--- src/rtl/trap_ctrl.sv ---
// trap_ctrl: multi-cycle trap entry / MRET sequencer that owns the CSR write port while busy.
// Optional event counters (trap_cnt_o, mret_cnt_o) are built when TRAP_CTRL_PERF_EN is defined.
module trap_ctrl #(
  parameter int          ADDR_W      = 32,
  parameter int          DATA_W      = 32,
  parameter logic [11:0] CSR_MSTATUS = 12'h300,
  parameter logic [11:0] CSR_MEPC    = 12'h341,
  parameter logic [11:0] CSR_MCAUSE  = 12'h342
) (
  input  logic              clk_i,
  input  logic              rst_ni,
  input  logic              trap_req_i,
  input  logic [1:0]        trap_kind_i,
  input  logic [2:0]        irq_src_i,
  input  logic [ADDR_W-1:0] vec_addr_i,
  input  logic [ADDR_W-1:0] pc_i,
  input  logic [DATA_W-1:0] mstatus_i,
  input  logic              core_csr_we_i,
  input  logic [11:0]       core_csr_addr_i,
  input  logic [DATA_W-1:0] core_csr_data_i,
  output logic              csr_we_o,
  output logic [11:0]       csr_addr_o,
  output logic [DATA_W-1:0] csr_data_o,
  output logic              stall_o,
  output logic              flush_o,
  output logic              jump_o,
  output logic [ADDR_W-1:0] jump_addr_o,
  output logic              trap_ack_o,
  output logic              busy_o
`ifdef TRAP_CTRL_PERF_EN
  ,
  output logic [31:0]       trap_cnt_o,
  output logic [31:0]       mret_cnt_o
`endif
);

  typedef enum logic [2:0] {
    ST_IDLE    = 3'd0,
    ST_W_MEPC  = 3'd1,
    ST_W_CAUSE = 3'd2,
    ST_W_STAT  = 3'd3,
    ST_M_STAT  = 3'd4,
    ST_JUMP    = 3'd5
  } state_e;

  localparam logic [1:0] KIND_ECALL = 2'd0;
  localparam logic [1:0] KIND_MRET  = 2'd1;
  localparam logic [1:0] KIND_IRQ   = 2'd2;

  state_e            state_q, state_d;
  logic [ADDR_W-1:0] vec_q, vec_d;
  logic [ADDR_W-1:0] pc_q, pc_d;
  logic [DATA_W-1:0] cause_q, cause_d;
  logic [DATA_W-1:0] mstat_q, mstat_d;
  logic              accept_s;
  logic              accept_entry_s;
  logic              accept_mret_s;

  // Exception code with interrupt flag; IRQ priority is ext > sw > tmr.
  function automatic logic [DATA_W-1:0] cause_of(input logic [1:0] kind, input logic [2:0] irq);
    logic [31:0] c;
    if (kind == KIND_ECALL) begin
      c = 32'd11;
    end else if (irq[2]) begin
      c = 32'h8000_000B;
    end else if (irq[0]) begin
      c = 32'h8000_0003;
    end else begin
      c = 32'h8000_0007;
    end
    return DATA_W'(c);
  endfunction

  function automatic logic [DATA_W-1:0] mstatus_entry(input logic [DATA_W-1:0] ms);
    logic [DATA_W-1:0] r;
    r        = ms;
    r[7]     = ms[3];
    r[3]     = 1'b0;
    r[12:11] = 2'b11;
    return r;
  endfunction

  function automatic logic [DATA_W-1:0] mstatus_exit(input logic [DATA_W-1:0] ms);
    logic [DATA_W-1:0] r;
    r        = ms;
    r[3]     = ms[7];
    r[7]     = 1'b1;
    r[12:11] = 2'b11;
    return r;
  endfunction

  // Request qualification; reserved kind and IRQ without a source are ignored.
  always_comb begin
    accept_entry_s = 1'b0;
    accept_mret_s  = 1'b0;
    if (rst_ni && (state_q == ST_IDLE) && trap_req_i) begin
      accept_entry_s = (trap_kind_i == KIND_ECALL) ||
                       ((trap_kind_i == KIND_IRQ) && (irq_src_i != 3'b000));
      accept_mret_s  = (trap_kind_i == KIND_MRET);
    end else begin
      accept_entry_s = 1'b0;
      accept_mret_s  = 1'b0;
    end
    accept_s = accept_entry_s | accept_mret_s;
  end

  // Next-state, capture registers and output decode.
  always_comb begin
    state_d     = state_q;
    vec_d       = vec_q;
    pc_d        = pc_q;
    cause_d     = cause_q;
    mstat_d     = mstat_q;
    csr_we_o    = 1'b0;
    csr_addr_o  = 12'h000;
    csr_data_o  = '0;
    stall_o     = 1'b0;
    flush_o     = 1'b0;
    jump_o      = 1'b0;
    jump_addr_o = '0;
    trap_ack_o  = 1'b0;
    busy_o      = (state_q != ST_IDLE);

    case (state_q)
      ST_IDLE: begin
        if (rst_ni) begin
          csr_we_o   = core_csr_we_i;
          csr_addr_o = core_csr_addr_i;
          csr_data_o = core_csr_data_i;
        end else begin
          csr_we_o   = 1'b0;
        end
        if (accept_s) begin
          trap_ack_o = 1'b1;
          stall_o    = 1'b1;
          vec_d      = vec_addr_i;
          pc_d       = pc_i;
          cause_d    = cause_of(trap_kind_i, irq_src_i);
          // The mstatus image to write is fixed at acceptance time.
          mstat_d    = accept_mret_s ? mstatus_exit(mstatus_i) : mstatus_entry(mstatus_i);
          state_d    = accept_mret_s ? ST_M_STAT : ST_W_MEPC;
        end else begin
          state_d    = ST_IDLE;
        end
      end
      ST_W_MEPC: begin
        stall_o    = 1'b1;
        csr_we_o   = 1'b1;
        csr_addr_o = CSR_MEPC;
        csr_data_o = DATA_W'(pc_q);
        state_d    = ST_W_CAUSE;
      end
      ST_W_CAUSE: begin
        stall_o    = 1'b1;
        csr_we_o   = 1'b1;
        csr_addr_o = CSR_MCAUSE;
        csr_data_o = cause_q;
        state_d    = ST_W_STAT;
      end
      ST_W_STAT, ST_M_STAT: begin
        stall_o    = 1'b1;
        csr_we_o   = 1'b1;
        csr_addr_o = CSR_MSTATUS;
        csr_data_o = mstat_q;
        state_d    = ST_JUMP;
      end
      ST_JUMP: begin
        stall_o     = 1'b1;
        jump_o      = 1'b1;
        flush_o     = 1'b1;
        jump_addr_o = vec_q;
        state_d     = ST_IDLE;
      end
      default: begin
        state_d = ST_IDLE;
      end
    endcase
  end

  // State and captured-operand registers.
  always_ff @(posedge clk_i or negedge rst_ni) begin
    if (!rst_ni) begin
      state_q <= ST_IDLE;
      vec_q   <= '0;
      pc_q    <= '0;
      cause_q <= '0;
      mstat_q <= '0;
    end else begin
      state_q <= state_d;
      vec_q   <= vec_d;
      pc_q    <= pc_d;
      cause_q <= cause_d;
      mstat_q <= mstat_d;
    end
  end

`ifdef TRAP_CTRL_PERF_EN
  logic [31:0] trap_cnt_q, trap_cnt_d;
  logic [31:0] mret_cnt_q, mret_cnt_d;

  // Saturating event counters, bumped in the acknowledge cycle.
  always_comb begin
    trap_cnt_d = trap_cnt_q;
    mret_cnt_d = mret_cnt_q;
    if (accept_entry_s && (trap_cnt_q != 32'hFFFF_FFFF)) begin
      trap_cnt_d = trap_cnt_q + 32'd1;
    end else begin
      trap_cnt_d = trap_cnt_q;
    end
    if (accept_mret_s && (mret_cnt_q != 32'hFFFF_FFFF)) begin
      mret_cnt_d = mret_cnt_q + 32'd1;
    end else begin
      mret_cnt_d = mret_cnt_q;
    end
  end

  // Counter registers.
  always_ff @(posedge clk_i or negedge rst_ni) begin
    if (!rst_ni) begin
      trap_cnt_q <= 32'd0;
      mret_cnt_q <= 32'd0;
    end else begin
      trap_cnt_q <= trap_cnt_d;
      mret_cnt_q <= mret_cnt_d;
    end
  end

  assign trap_cnt_o = trap_cnt_q;
  assign mret_cnt_o = mret_cnt_q;
`endif

endmodule

--- config.mk ---
export PLATFORM = sky130hd
export DESIGN_NAME = trap_ctrl
export DESIGN_NICKNAME = d
export VERILOG_FILES = /design/src/rtl/trap_ctrl.sv
export SDC_FILE = /design/constraint.sdc
export NUM_CORES = 1
export LEC_CHECK = 0
export ABC_AREA = 0
export BUFFER_PORTS_ARGS = -buffer_cell sky130_fd_sc_hd__buf_2
export CELL_PAD_IN_SITES_DETAIL_PLACEMENT = 2
export CELL_PAD_IN_SITES_GLOBAL_PLACEMENT = 2
export CORE_MARGIN = 5
export CORE_UTILIZATION = 32
export CTS_BUF_LIST = sky130_fd_sc_hd__clkbuf_8 sky130_fd_sc_hd__clkbuf_16
export DETAILED_ROUTE_END_ITERATION = 10
export PLACE_DENSITY_LB_ADDON = 0.1
export SETUP_SLACK_MARGIN = 0.4
export SYNTH_ARGS = -nofsm -noshare
export SYNTH_HDL_FRONTEND = slang
export SYNTH_SLANG_ARGS = --single-unit
--- constraint.sdc ---
create_clock -name clk_i -period 4.5 [get_ports clk_i]
set_input_delay 0.675 -clock clk_i [delete_from_list [all_inputs] [get_ports clk_i]]
set_output_delay 0.675 -clock clk_i [all_outputs]
set_load 0.05 [all_outputs]
==> summary.md <==
| Metric | Value |
|---|---|
| Average routed wire per standard cell | around 20 um |
| Yosys warns | 0 |
| Grt total ovfl | 0 |
| Syn avg cell area | ~13 sq um |
| Mapped Area | between 0.005 and 0.006 sq mm |
| Status | finished clean |
| R2r setup slk | about 1.4 ns |
| Slowest stage delay, CP | 0.77 ns |
| Synth Instances | between 400 and 500 |
| RSZ-0062 raised after global routing | no |
| PostCTS Resize Cnt | 0 |
| Slew @ Worst Pin | 0.794 ns |
| LEAKAGE | ~3.6 nW |
| Post-synth ARST share | 1.00 |
| CTS H-Tree Depth | 3 |
| Num CTS Buffers | 9 |
| Top cells by area, synth | dfrtp_1, mux2_4, mux2_2 |
| Layout cells sized above 1 | 0.572 |
| Routed Antenna Nets | 0 |
| Core area | ~0.016 sq mm |
| Fillcell total | 1765 |
| Crit Path Class | register to output pin |
| Max_cap viols | 0 |
| Critical path arrival | 2.92 ns |
| Iteration-0 DRC Markers | ~130 |
| Drt drc | 0 |
| Period Utilization, post-route | 0.798 |
| Max transition margin | 0.471 |
| Routed WL | about 17000 um |
| Drt pass-1 iters | 4 |
| CTS tree | done |
| Hold_buf cts | 0 |
| Clock buffer depth | 2 |
| Worst-path maximum fanout | 26 |
| Area leader, netlist | dfrtp_1 |
| Synth unique cells | 48 |
| Height of the die | around 140 um |
| Total vias in the final route | 4117 |
| I/O pin count | 231 |
| Worst IR drop on VDD | 0.000439 V |
| Register Area | roughly 0.0025 sq mm |
| Crit start category | register |
| Initial Util | 0.323 |
| First-pass GRT wire length | around 26000 um |
| Delay-heaviest family, CP | simple AND/OR/NAND/NOR gates |
| Area delta synth->final | 28.7% |
| FF-to-FF Start | state_q[1] |
| HP Class | input pin to asynchronous set/reset pin |
| Die width | roughly 140 um |
| Die area | between 0.015 and 0.02 sq mm |
| Clk sink count | ~100 |
| Root cell of the clock tree | clkbuf_16 |
| CP bufs+invs | 2 |
| Worst-path clk slew | 0.07 ns |
| Synthesized flop and latch total | around 100 |
| Final worst path period need | 3.59 ns |
| Worst R2R Path Depth | 6 |
| Final Util | 0.416 |
| Final setup viols | 0 |
| Power Density | 770 mW/mm^2 |
| Syn nets | approximately 550 |
| Vias per cell | about 5 |
| Top-area cell type share of the netlist area | 0.476 |
| Port-buffer cells | 228 |
| Slowest CP cell | nor3b_1 |
| Largest net degree at the start of global routing | a little under 60 |
| Clk_lat worst skew | 0.35 ns |
| # Post-CTS Setup Buffers | 0 |
| Crit end category | output pin |
| Top FF cell, synth | dfrtp_1 |
| # rows | 47 |
| Multi-input gate area | between 0.002 and 0.003 sq mm |
| GP Congestion | about 0.75 |
| TNS Setup | 0 ns |
| Required @ worst endpoint | roughly 3.8 ns |
| Sequential fraction of the synthesis area | 0.476 |
| GR Util All Layers | 0.171 |
| Max-slew violations | 0 |
| Post-DP HPWL | approximately 12000 um |
| Final hold vios | 0 |
| R2r endpoint | vec_q[10] |
| Post-synth EDFFs | 0 |
| Vias in the first global route | 4650 |
| Initial antenna violation count | 6 |
| Final #Nets | between 700 and 800 |
| Crit path cell chain | nor3b_1 -> o21bai_2 -> buf_4 -> a21o_1 -> buf_2 |
| Clock Skews | 0.00878 ns |
| Max Clk Rate | 0.278 GHz |
layout by cell type, fill, tap and decap left out, types with 2 or more instances in the layout:
cell type    n
buf_2      227
dfrtp_1    101
mux2_4      60
and2_1      39
mux2_2      36
a21o_1      29
a22o_1      28
buf_4       11
clkbuf_16    9
a22oi_1      8
nand2_1      8
a21oi_1      7
inv_1        5
o21ai_0      5
nor2_1       5
nor3_1       3
nand2b_1     3
nor2b_1      2
nor3b_1      2
a211oi_1     2
nand3b_1     2
o211ai_1     2
a32o_1       2
clkinv_2     2
inv_6        2
clkinv_4     2
per-layer routing:
metal / part of all wire / wire length (um) / up-vias / GRT usage
met5: 0.0030 / 50 / - / 0
met4: 0.012 / 209 / 10 / 0.0479
met2: 0.51 / 8550 / 131 / 0.295
li1: - / - / 1894 / -
met1: 0.40 / 6680 / 2059 / 0.201
met3: 0.075 / 1250 / 23 / 0.0603
state kept, by name, summed over array words and instances (netlist names):
register / cells
cause_q: 3
mstat_q: 31
pc_q: 32
state_q: 3
vec_q: 32
area by class of cell:
class | instances | share of cell area
flip-flops and latches | 101 | 0.369
multi-input cells | 264 | 0.369
repair buffers | 238 | 0.178
well taps | 220 | 0.0402
clock buffers | 9 | 0.0329
clock inverters | 7 | 0.00713
inverters | 5 | 0.00311
diodes | 1 | 0.000366
cell usage after synthesis (3+ instances only):
cell,number
and2_1,39
o21ai_0,5
nand2_1,8
dfrtp_1,101
nand2b_1,3
mux2_2,36
a22oi_1,8
a21oi_1,7
a22o_1,28
mux2_4,60
nor2_1,5
clkbuf_1,12
nor3_1,3
inv_1,4
buf_12,6
buf_4,3
buf_2,9
a21o_1,29
worst max-delay path by stage:
| stage | startpoint | to | slack, ns | cells past startpoint |
|---|---|---|---|---|
| 3_3_place_gp | state_q[0] | csr_data_o[25] | 1.28 | 5 |
| 5_1_grt | state_q[1] | csr_data_o[25] | 0.74 | 5 |
| 2_1_floorplan | state_q[0] | csr_data_o[2] | 1.47 | 5 |
| 3_5_place_dp | state_q[0] | csr_data_o[6] | 1.25 | 5 |
| 4_1_cts | state_q[0] | csr_data_o[6] | 0.86 | 5 |
| 6_report | state_q[0] | csr_data_o[25] | 0.91 | 5 |
power breakdown:
part	internal (mW)	switching (mW)	leakage (nW)
clock network	0.378	0.361	0.141
registers	1.36	0.325	1.21
logic	1.11	1.74	2.25
total	2.84	2.43	3.60
logic make-up after synthesis:
family,count (synthesis),synth area share
compound gates,94,0.138
buf+inv,37,0.0508
flops,101,0.476
mux,97,0.248
simple gates,72,0.0866
xor+xnor,1,0.00165
worst reg2reg max path, cell delays in order, from the launching register on:
cell     delay [ns]
dfrtp_1        0.67
nor4b_4        0.41
buf_4          0.38
nand4_2        0.32
inv_4          0.13
buf_4          0.62
mux2_2         0.45
stage by stage:
step                      cells  hold WS [ns]  setup WS (ns)  cell area [sq um]  total power [mW]
after detailed placement    828         0.489           1.25               6570              4.58
after CTS                   844         0.488          0.856               6840              5.36
after floorplan             402         0.379           1.47               5320              3.90
final                       845         0.467          0.907               6840              5.27
after global placement      828         0.484           1.28               6570              4.48
after global routing        845         0.522          0.740               6840              5.58
Note: power is estimated with default switching activity, not from simulation.
